===== src/rtl/hazard_pkg.sv =====
// hazard_pkg: shared definitions for the pipeline hazard controller and the
// Execute-stage operand muxes.
//   hazard_state_t : sequencing FSM states (START, RUN, MEMWAIT)
//   FWD_*          : operand forwarding select encodings
package hazard_pkg;

   typedef enum logic [1:0] {
      START   = 2'd0,
      RUN     = 2'd1,
      MEMWAIT = 2'd2
   } hazard_state_t;

   localparam logic [1:0] FWD_REG = 2'b00;  // register file read data
   localparam logic [1:0] FWD_WB  = 2'b01;  // ResultW
   localparam logic [1:0] FWD_MEM = 2'b10;  // ALUResultM

endpackage


===== src/rtl/forward_unit.sv =====
// forward_unit: combinational operand-forwarding select for one Execute-stage
// source register.
//   rs_e_i        in  : Execute-stage source register index
//   rd_m_i        in  : Memory-stage destination register index
//   reg_write_m_i in  : Memory-stage write enable
//   rd_w_i        in  : Writeback-stage destination register index
//   reg_write_w_i in  : Writeback-stage write enable
//   fwd_o         out : FWD_MEM / FWD_WB / FWD_REG select
module forward_unit
   import hazard_pkg::*;
#(
   parameter int unsigned ADDR_WIDTH = 5
) (
   input  logic [ADDR_WIDTH-1:0] rs_e_i,
   input  logic [ADDR_WIDTH-1:0] rd_m_i,
   input  logic                  reg_write_m_i,
   input  logic [ADDR_WIDTH-1:0] rd_w_i,
   input  logic                  reg_write_w_i,
   output logic [1:0]            fwd_o
);

   // Memory stage holds the younger value, so it wins over Writeback.
   // x0 is hardwired to zero and is never forwarded.
   always_comb begin
      fwd_o = FWD_REG;
      if (reg_write_m_i && (rd_m_i != '0) && (rd_m_i == rs_e_i)) begin
         fwd_o = FWD_MEM;
      end else if (reg_write_w_i && (rd_w_i != '0) && (rd_w_i == rs_e_i)) begin
         fwd_o = FWD_WB;
      end
   end

endmodule


===== src/rtl/hazard_ctrl.sv =====
// hazard_ctrl: hazard and sequencing controller for the 5-stage RV32 pipeline.
// Produces forwarding selects, load-use stalls, branch flushes and sequences
// the Memory stage through multi-cycle data-memory accesses.
//   clk, rst (async, active low)
//   Rs1D/Rs2D, Rs1E/Rs2E/RdE, LoadE, PCSrcE, RdM/RdW, RegWriteM/RegWriteW,
//   MemAccessM, MemReadyM                       : pipeline status inputs
//   MemReqM                                     : access-start pulse
//   ForwardAE/ForwardBE                         : operand forwarding selects
//   StallF/D/E/M, FlushD/E/W                    : pipeline register controls
//   StallCycles, FlushCount, MemWaitCycles      : performance counters
// Build option: define HAZARD_PERF_CNT_EN to build the performance counters;
// otherwise the counter outputs are tied to zero.
module hazard_ctrl #(
   parameter int unsigned REG_ADDR_WIDTH = 5,
   parameter int unsigned CNT_WIDTH      = 32
) (
   input  logic                      clk,
   input  logic                      rst,
   input  logic [REG_ADDR_WIDTH-1:0] Rs1D,
   input  logic [REG_ADDR_WIDTH-1:0] Rs2D,
   input  logic [REG_ADDR_WIDTH-1:0] Rs1E,
   input  logic [REG_ADDR_WIDTH-1:0] Rs2E,
   input  logic [REG_ADDR_WIDTH-1:0] RdE,
   input  logic                      LoadE,
   input  logic                      PCSrcE,
   input  logic [REG_ADDR_WIDTH-1:0] RdM,
   input  logic [REG_ADDR_WIDTH-1:0] RdW,
   input  logic                      RegWriteM,
   input  logic                      RegWriteW,
   input  logic                      MemAccessM,
   input  logic                      MemReadyM,
   output logic                      MemReqM,
   output logic [1:0]                ForwardAE,
   output logic [1:0]                ForwardBE,
   output logic                      StallF,
   output logic                      StallD,
   output logic                      StallE,
   output logic                      StallM,
   output logic                      FlushD,
   output logic                      FlushE,
   output logic                      FlushW,
   output logic [CNT_WIDTH-1:0]      StallCycles,
   output logic [CNT_WIDTH-1:0]      FlushCount,
   output logic [CNT_WIDTH-1:0]      MemWaitCycles
);

   import hazard_pkg::*;

   hazard_state_t state_q, state_d;
   logic          lw;
   logic          mem_wait;

   forward_unit #(.ADDR_WIDTH(REG_ADDR_WIDTH)) u_fwd_a (
      .rs_e_i        (Rs1E),
      .rd_m_i        (RdM),
      .reg_write_m_i (RegWriteM),
      .rd_w_i        (RdW),
      .reg_write_w_i (RegWriteW),
      .fwd_o         (ForwardAE)
   );

   forward_unit #(.ADDR_WIDTH(REG_ADDR_WIDTH)) u_fwd_b (
      .rs_e_i        (Rs2E),
      .rd_m_i        (RdM),
      .reg_write_m_i (RegWriteM),
      .rd_w_i        (RdW),
      .reg_write_w_i (RegWriteW),
      .fwd_o         (ForwardBE)
   );

   assign lw = LoadE && (RdE != '0) && ((RdE == Rs1D) || (RdE == Rs2D));

   // The first cycle of an access that misses its ready already counts as a
   // wait, so N low-ready cycles stall for exactly N cycles.
   assign mem_wait = ((state_q == RUN) && MemAccessM && !MemReadyM) ||
                     ((state_q == MEMWAIT) && !MemReadyM);

   // Only RUN can start an access; the MEMWAIT exit cycle never re-requests.
   assign MemReqM = (state_q == RUN) && MemAccessM;

   always_comb begin
      state_d = state_q;
      unique case (state_q)
         START:   state_d = RUN;
         RUN:     if (MemAccessM && !MemReadyM) state_d = MEMWAIT;
         MEMWAIT: if (MemReadyM) state_d = RUN;
         default: state_d = START;
      endcase
   end

   always_ff @(posedge clk or negedge rst) begin
      if (!rst) begin
         state_q <= START;
      end else begin
         state_q <= state_d;
      end
   end

   // While a wait is active the branch/load in Execute is frozen in place,
   // so PCSrcE and lw are ignored until the first non-wait cycle.
   always_comb begin
      StallF = 1'b0;
      StallD = 1'b0;
      StallE = 1'b0;
      StallM = 1'b0;
      FlushD = 1'b0;
      FlushE = 1'b0;
      FlushW = 1'b0;
      if (state_q == START) begin
         StallF = 1'b1;
         FlushD = 1'b1;
         FlushE = 1'b1;
      end else if (mem_wait) begin
         StallF = 1'b1;
         StallD = 1'b1;
         StallE = 1'b1;
         StallM = 1'b1;
         FlushW = 1'b1;
      end else begin
         StallF = lw;
         StallD = lw;
         FlushD = PCSrcE;
         FlushE = lw || PCSrcE;
      end
   end

`ifdef HAZARD_PERF_CNT_EN
   logic [CNT_WIDTH-1:0] stall_cnt_q, flush_cnt_q, wait_cnt_q;

   always_ff @(posedge clk or negedge rst) begin
      if (!rst) begin
         stall_cnt_q <= '0;
         flush_cnt_q <= '0;
         wait_cnt_q  <= '0;
      end else if (state_q != START) begin
         if (StallF)   stall_cnt_q <= stall_cnt_q + CNT_WIDTH'(1);
         if (FlushD)   flush_cnt_q <= flush_cnt_q + CNT_WIDTH'(1);
         if (mem_wait) wait_cnt_q  <= wait_cnt_q + CNT_WIDTH'(1);
      end
   end

   assign StallCycles   = stall_cnt_q;
   assign FlushCount    = flush_cnt_q;
   assign MemWaitCycles = wait_cnt_q;
`else
   assign StallCycles   = '0;
   assign FlushCount    = '0;
   assign MemWaitCycles = '0;
`endif

endmodule


===== config.mk =====
export PLATFORM = sky130hd
export DESIGN_NAME = hazard_ctrl
export DESIGN_NICKNAME = d
export VERILOG_FILES = /design/src/rtl/hazard_pkg.sv /design/src/rtl/forward_unit.sv /design/src/rtl/hazard_ctrl.sv
export SDC_FILE = /design/constraint.sdc
export NUM_CORES = 1
export LEC_CHECK = 0
export CORE_ASPECT_RATIO = 1.2
export CORE_UTILIZATION = 28
export DETAILED_ROUTE_END_ITERATION = 8
export MAX_ROUTING_LAYER = met4
export PLACE_DENSITY = 0.84
export REMOVE_ABC_BUFFERS = 1
export SLEW_MARGIN = 20
export SYNTH_ARGS = -nofsm -noshare
export SYNTH_HDL_FRONTEND = slang
export SYNTH_HIERARCHICAL = 1
export SYNTH_SLANG_ARGS = --single-unit

===== constraint.sdc =====
create_clock -name clk -period 1.7 [get_ports clk]
set_input_delay 0.34 -clock clk [delete_from_list [all_inputs] [get_ports clk]]
set_output_delay 0.34 -clock clk [all_outputs]
set_load 0.05 [all_outputs]

* After elaboration in Yosys (flattened, before gate mapping) *
Cells that the tools add are included.

operators by class
  equality and inequality tests = 10
  multiplexer cells = 16
  reduce and logical (&&, ||, !) cells = 21

operators with widths
  operator              number
  $eq A5 B5 Y1          6
  $reduce_bool A5 Y1    3
  $logic_and A1 B1 Y1   12
  $mux W1               11
  $mux W2               4
  $pmux W2 S3           1
  $logic_or A1 B1 Y1    3
  $eq A2 B1 Y1 const B  1
  $eq A2 B2 Y1 const B  1
  $logic_not A2 Y1      1
  $ne A2 B1 Y1 const B  1
  $ne A2 B2 Y1 const B  1
  $reduce_and A2 Y1     1
  $logic_not A1 Y1      1

word-level totals
  bits in registers = 2
  bits of input ports = 43

* Longest topological paths before layout *
  word-level depth = 6
  gate-level depth with buffers = 4
  depth with buffers taken out = 4

* Hierarchy *
Netlist, hierarchy kept.

modules (own cells, without submodules)
  module        instances  cells each  area an instance (um2)  sequential area each (um2)
  hazard_ctrl   1          136         1028.5                  50.0
  forward_unit  2          20          151.4                   0.0

* Worst setup path after synthesis *
Ideal clock, no wire load.

  path kind = input to output
  start = in RdE[3]
  end = out StallD
  data arrival time = 2.003 ns
  slack = -0.643 ns
  cell stages on the path = 4
  buffers on the path = 0
  cells stage by stage = xor2_1 nor3_1 a22oi_1 o31ai_1

between the ends
  cells in the longest elaborated chain, start to end = 5

RTL lines
  what                                                       line                source
  start, declared                                            hazard_ctrl.sv:23   input logic [REG_ADDR_WIDTH-1:0] RdE,
  $eq A5 B5 Y1 or $reduce_bool A5 Y1 (tied branches)         hazard_ctrl.sv:71   assign lw = LoadE && (RdE != '0) && ((RdE == Rs1D) || (RdE == Rs2D));
  $logic_or A1 B1 Y1 or $logic_and A1 B1 Y1 (tied branches)  hazard_ctrl.sv:71
  $logic_and A1 B1 Y1 *                                      hazard_ctrl.sv:71
  $mux W1 *                                                  hazard_ctrl.sv:113  end else if (mem_wait) begin
  $mux W1 *                                                  hazard_ctrl.sv:109  if (state_q == START) begin
  end, declared                                              hazard_ctrl.sv:36   output logic StallD,

Mark *: on every way between the ends. The rest lies on a longest branch, timed or not.

* Worst setup path after layout *
  start = in RdE[0]
  end = out StallF

between the ends
  cells in the longest elaborated chain, start to end = 5

RTL lines
  what                                                       line                source
  $eq A5 B5 Y1 or $reduce_bool A5 Y1 (tied branches)         hazard_ctrl.sv:71
  $logic_or A1 B1 Y1 or $logic_and A1 B1 Y1 (tied branches)  hazard_ctrl.sv:71
  $logic_and A1 B1 Y1 *                                      hazard_ctrl.sv:71
  $mux W1 *                                                  hazard_ctrl.sv:113
  $mux W1 *                                                  hazard_ctrl.sv:109
  end, declared                                              hazard_ctrl.sv:35   output logic StallF,

Marked as above.

==> key figures <==
Die
  – Die W: 64.95 um
  – Starting density of the core: 28.98%
  – IO Count: 151
  – Site Rows: 27
  – Core area: 4594 sq um
  – Die Span Y: 77.54 um
  – DIE AREA: 5036 sq um

Global route
  – GR Overflow Total: 0
  – Overall routing resource usage: 12.40%
  – First-pass GRT wire length: 4554 um
  – Vias in the first global route: 1053
  – Largest net degree at the start of global routing: 7
  – Met3 Use GR: 4.265%
  – Met2 usage: 24.17%
  – Grt peak-use layer: met2
  – Met1 Use GR: 9.780%
  – Initial antenna violation count: 0

Clock network
  – Hold buffer count at CTS: 0
  – Max Buffers Root-to-Sink: 2
  – H-tree levels: 1
  – Worst skew pair latency: 0.22 ns
  – Reg clk slew, reported paths: 0.03 ns
  – TritonCTS Buffers: 3
  – Clk sink count: 2
  – TritonCTS clock tree: done
  – Root Buffer: clkbuf_8

Synth
  – Compound-cell area share of the yosys netlist: 10.34%
  – Synthesized cell area: 1331 sq um
  – Simple-gate share of the synthesized area: 12.12%
  – Synth Flop Type: dfrtp_1
  – Synthesized flop and latch total: 2
  – Mux share of post-synthesis cell area: 0%
  – Cell taking the most area after synthesis: buf_4
  – Sequential share of the synthesized area: 3.759%
  – Adder-Cell Fraction of Synth Area: 0%
  – Synth top area cells: buf_4, xor2_1, xnor2_1, dfrtp_1, o41ai_2
  – Synthesized instance count: 176
  – Avg Inst Size Synth: 7.564 sq um
  – Yosys top cell area share: 55.26%
  – Async SR Flop Fraction: 100.0%
  – Synth unique cells: 26
  – Synth Area in XOR/XNOR: 17.11%
  – Largest family of logic cells by synthesized area: buffers and inverters
  – EDFF count, synth: 0
  – Ys Warns: 6

Power and ir drop
  – PwrDens: 651.2 nW/um^2
  – Maximum VDD drop: 375.5 uV
  – LEAKAGE: 1.013 nW

STA
  – Setup-failing EPs final: 10
  – Clock skew: 0.0003793 ns
  – Final WS setup: -0.2004 ns
  – Hold slack final: 0.2895 ns
  – Hold Fails Final Rpt: 0
  – F_max: 0.5262 GHz
  – Final min period: 1.900 ns
  – Final Cycle Share: 111.8%
  – RSZ-0062 raised after global routing: true
  – Final Max Tran Viols: 0

Route
  – Vias: 1166
  – Drt wl/cell: 10.90 um
  – Initial DRC count: 24
  – TritonRoute pass-1 iters: 6
  – Vias/cell: 3.773
  – Routed WL: 3369 um
  – DRT antenna net count: 0
  – DRC: 0

Setup path
  – Critical Path AT: 1.56 ns
  – Critical path class: in2out
  – Crit-path leading delay family: buffers and inverters
  – Startpoint Class: input pin
  – Worst Setup End Kind: output port
  – Critical path fanouts, max: 3
  – CP max stage delay: 0.24 ns
  – CP cell instances: clkdlybuf4s15_2 > xor2_1 > nor3_2 > a22oi_2 > buf_4 > o21ai_2 > buf_6
  – Worst path buffer plus inverter count: 3
  – Required @ worst endpoint: 1.36 ns
  – Highest-delay cell along the critical path: clkdlybuf4s15_2

Cells and area
  – P&R area growth vs syn: 52.54%
  – Nets: 296
  – Commonest non-fill, non-tap cell in the layout: conb_1
  – Most frequent cells in the layout: conb_1, buf_4, xor2_1, buf_2, buf_6
  – Biggest regs: state_q (2)
  – Layout cells sized above 1: 39.84%
  – Largest register FFs: 2
  – Top reg by flops: state_q
  – Filler instances: 441
  – ANT cells: 0

Hold path
  – Hold Crit Class: in2async

Placement
  – # port buffers: 54
  – Final HPWL DP: 2452 um
  – Post-Place Worst Slack: -0.6130 ns
  – RePlAce Congestion: 0.8206

Status
  – Outcome: finished with violations
  – Failing checks: setup timing

Run
  – Max-Cap Viols: 0
-- report_power, final --
| part | switching (mW) | internal, mW |
|---|---|---|
| registers | 0.00402 | 0.0549 |
| logic | 0.778 | 0.291 |
| clock network | 0.0449 | 0.150 |
-- layout make-up --
cell class	instances	area (sq um)	share of cell area (%)
Inverter	4	15.01	0.7394
Tap cell	58	72.57	3.574
Multi-Input combinational cell	167	1110	54.65
Clock buffer	3	41.29	2.033
Timing Repair Buffer	75	742.0	36.54
Sequential cell	2	50.05	2.465
-- routing by layer --
layer | vias to the layer above | part of all wire (%)
met5 | - | 0
met4 | 0 | 4.2
met3 | 13 | 12
met2 | 113 | 55
met1 | 519 | 29
li1 | 521 | -
-- Yosys cell counts (all sizes together), types with 2 or more instances --
master and count:
buf 98, o21ai 3, dfrtp 2, a211oi 2, nor2 8, a21oi 4, inv 4, nand3 4
xnor2 10, xor2 16, nor3 8, o41ai 2, nor4 2, nand2 4
-- cells by family after synthesis --
| kind of cell | after synthesis |
|---|---|
| DFF | 2 |
| and+or+nand+nor | 30 |
| buffers and inverters | 102 |
| xor gates and xnor gates | 26 |
| AOI/OAI and AO/OA | 15 |
| other | 1 |
-- final timing paths --
path | start | to | slack (ns) | cells past startpoint
max | RdE[0] | StallF | -0.20 | 7
min | rst | state_q[1] | 0.29 | 1
max reg2reg | state_q[1] | state_q[1] | 0.60 | 4
min reg2reg | state_q[0] | state_q[0] | 0.55 | 2
max in group asynchronous | rst | state_q[0] | 1.29 | 1
min in group clk | state_q[0] | state_q[0] | 0.55 | 2
-- what timing repair did --
item,in CTS,in global routing
resized for setup,142,30
buffers inserted,6,2
endpoints found under the setup margin,12,12
pin swaps,37,22
-- per-stage QoR --
stage / setup TNS [ns] / cell area, sq um / cells / power (mW) / utilization (%)
6_report: -1.017 / 2031 / 309 / 1.322 / 44.20
5_1_grt: -1.528 / 2031 / 309 / 1.368 / 44.20
4_1_cts: -0.8882 / 1939 / 308 / 1.277 / 42.21
3_5_place_dp: -4.262 / 1753 / 299 / 1.026 / 38.15
3_3_place_gp: -3.825 / 1753 / 299 / 1.015 / 38.15
2_1_floorplan: -4.308 / 952.2 / 173 / 0.7436 / -
Power figures use the tool's default switching activity.
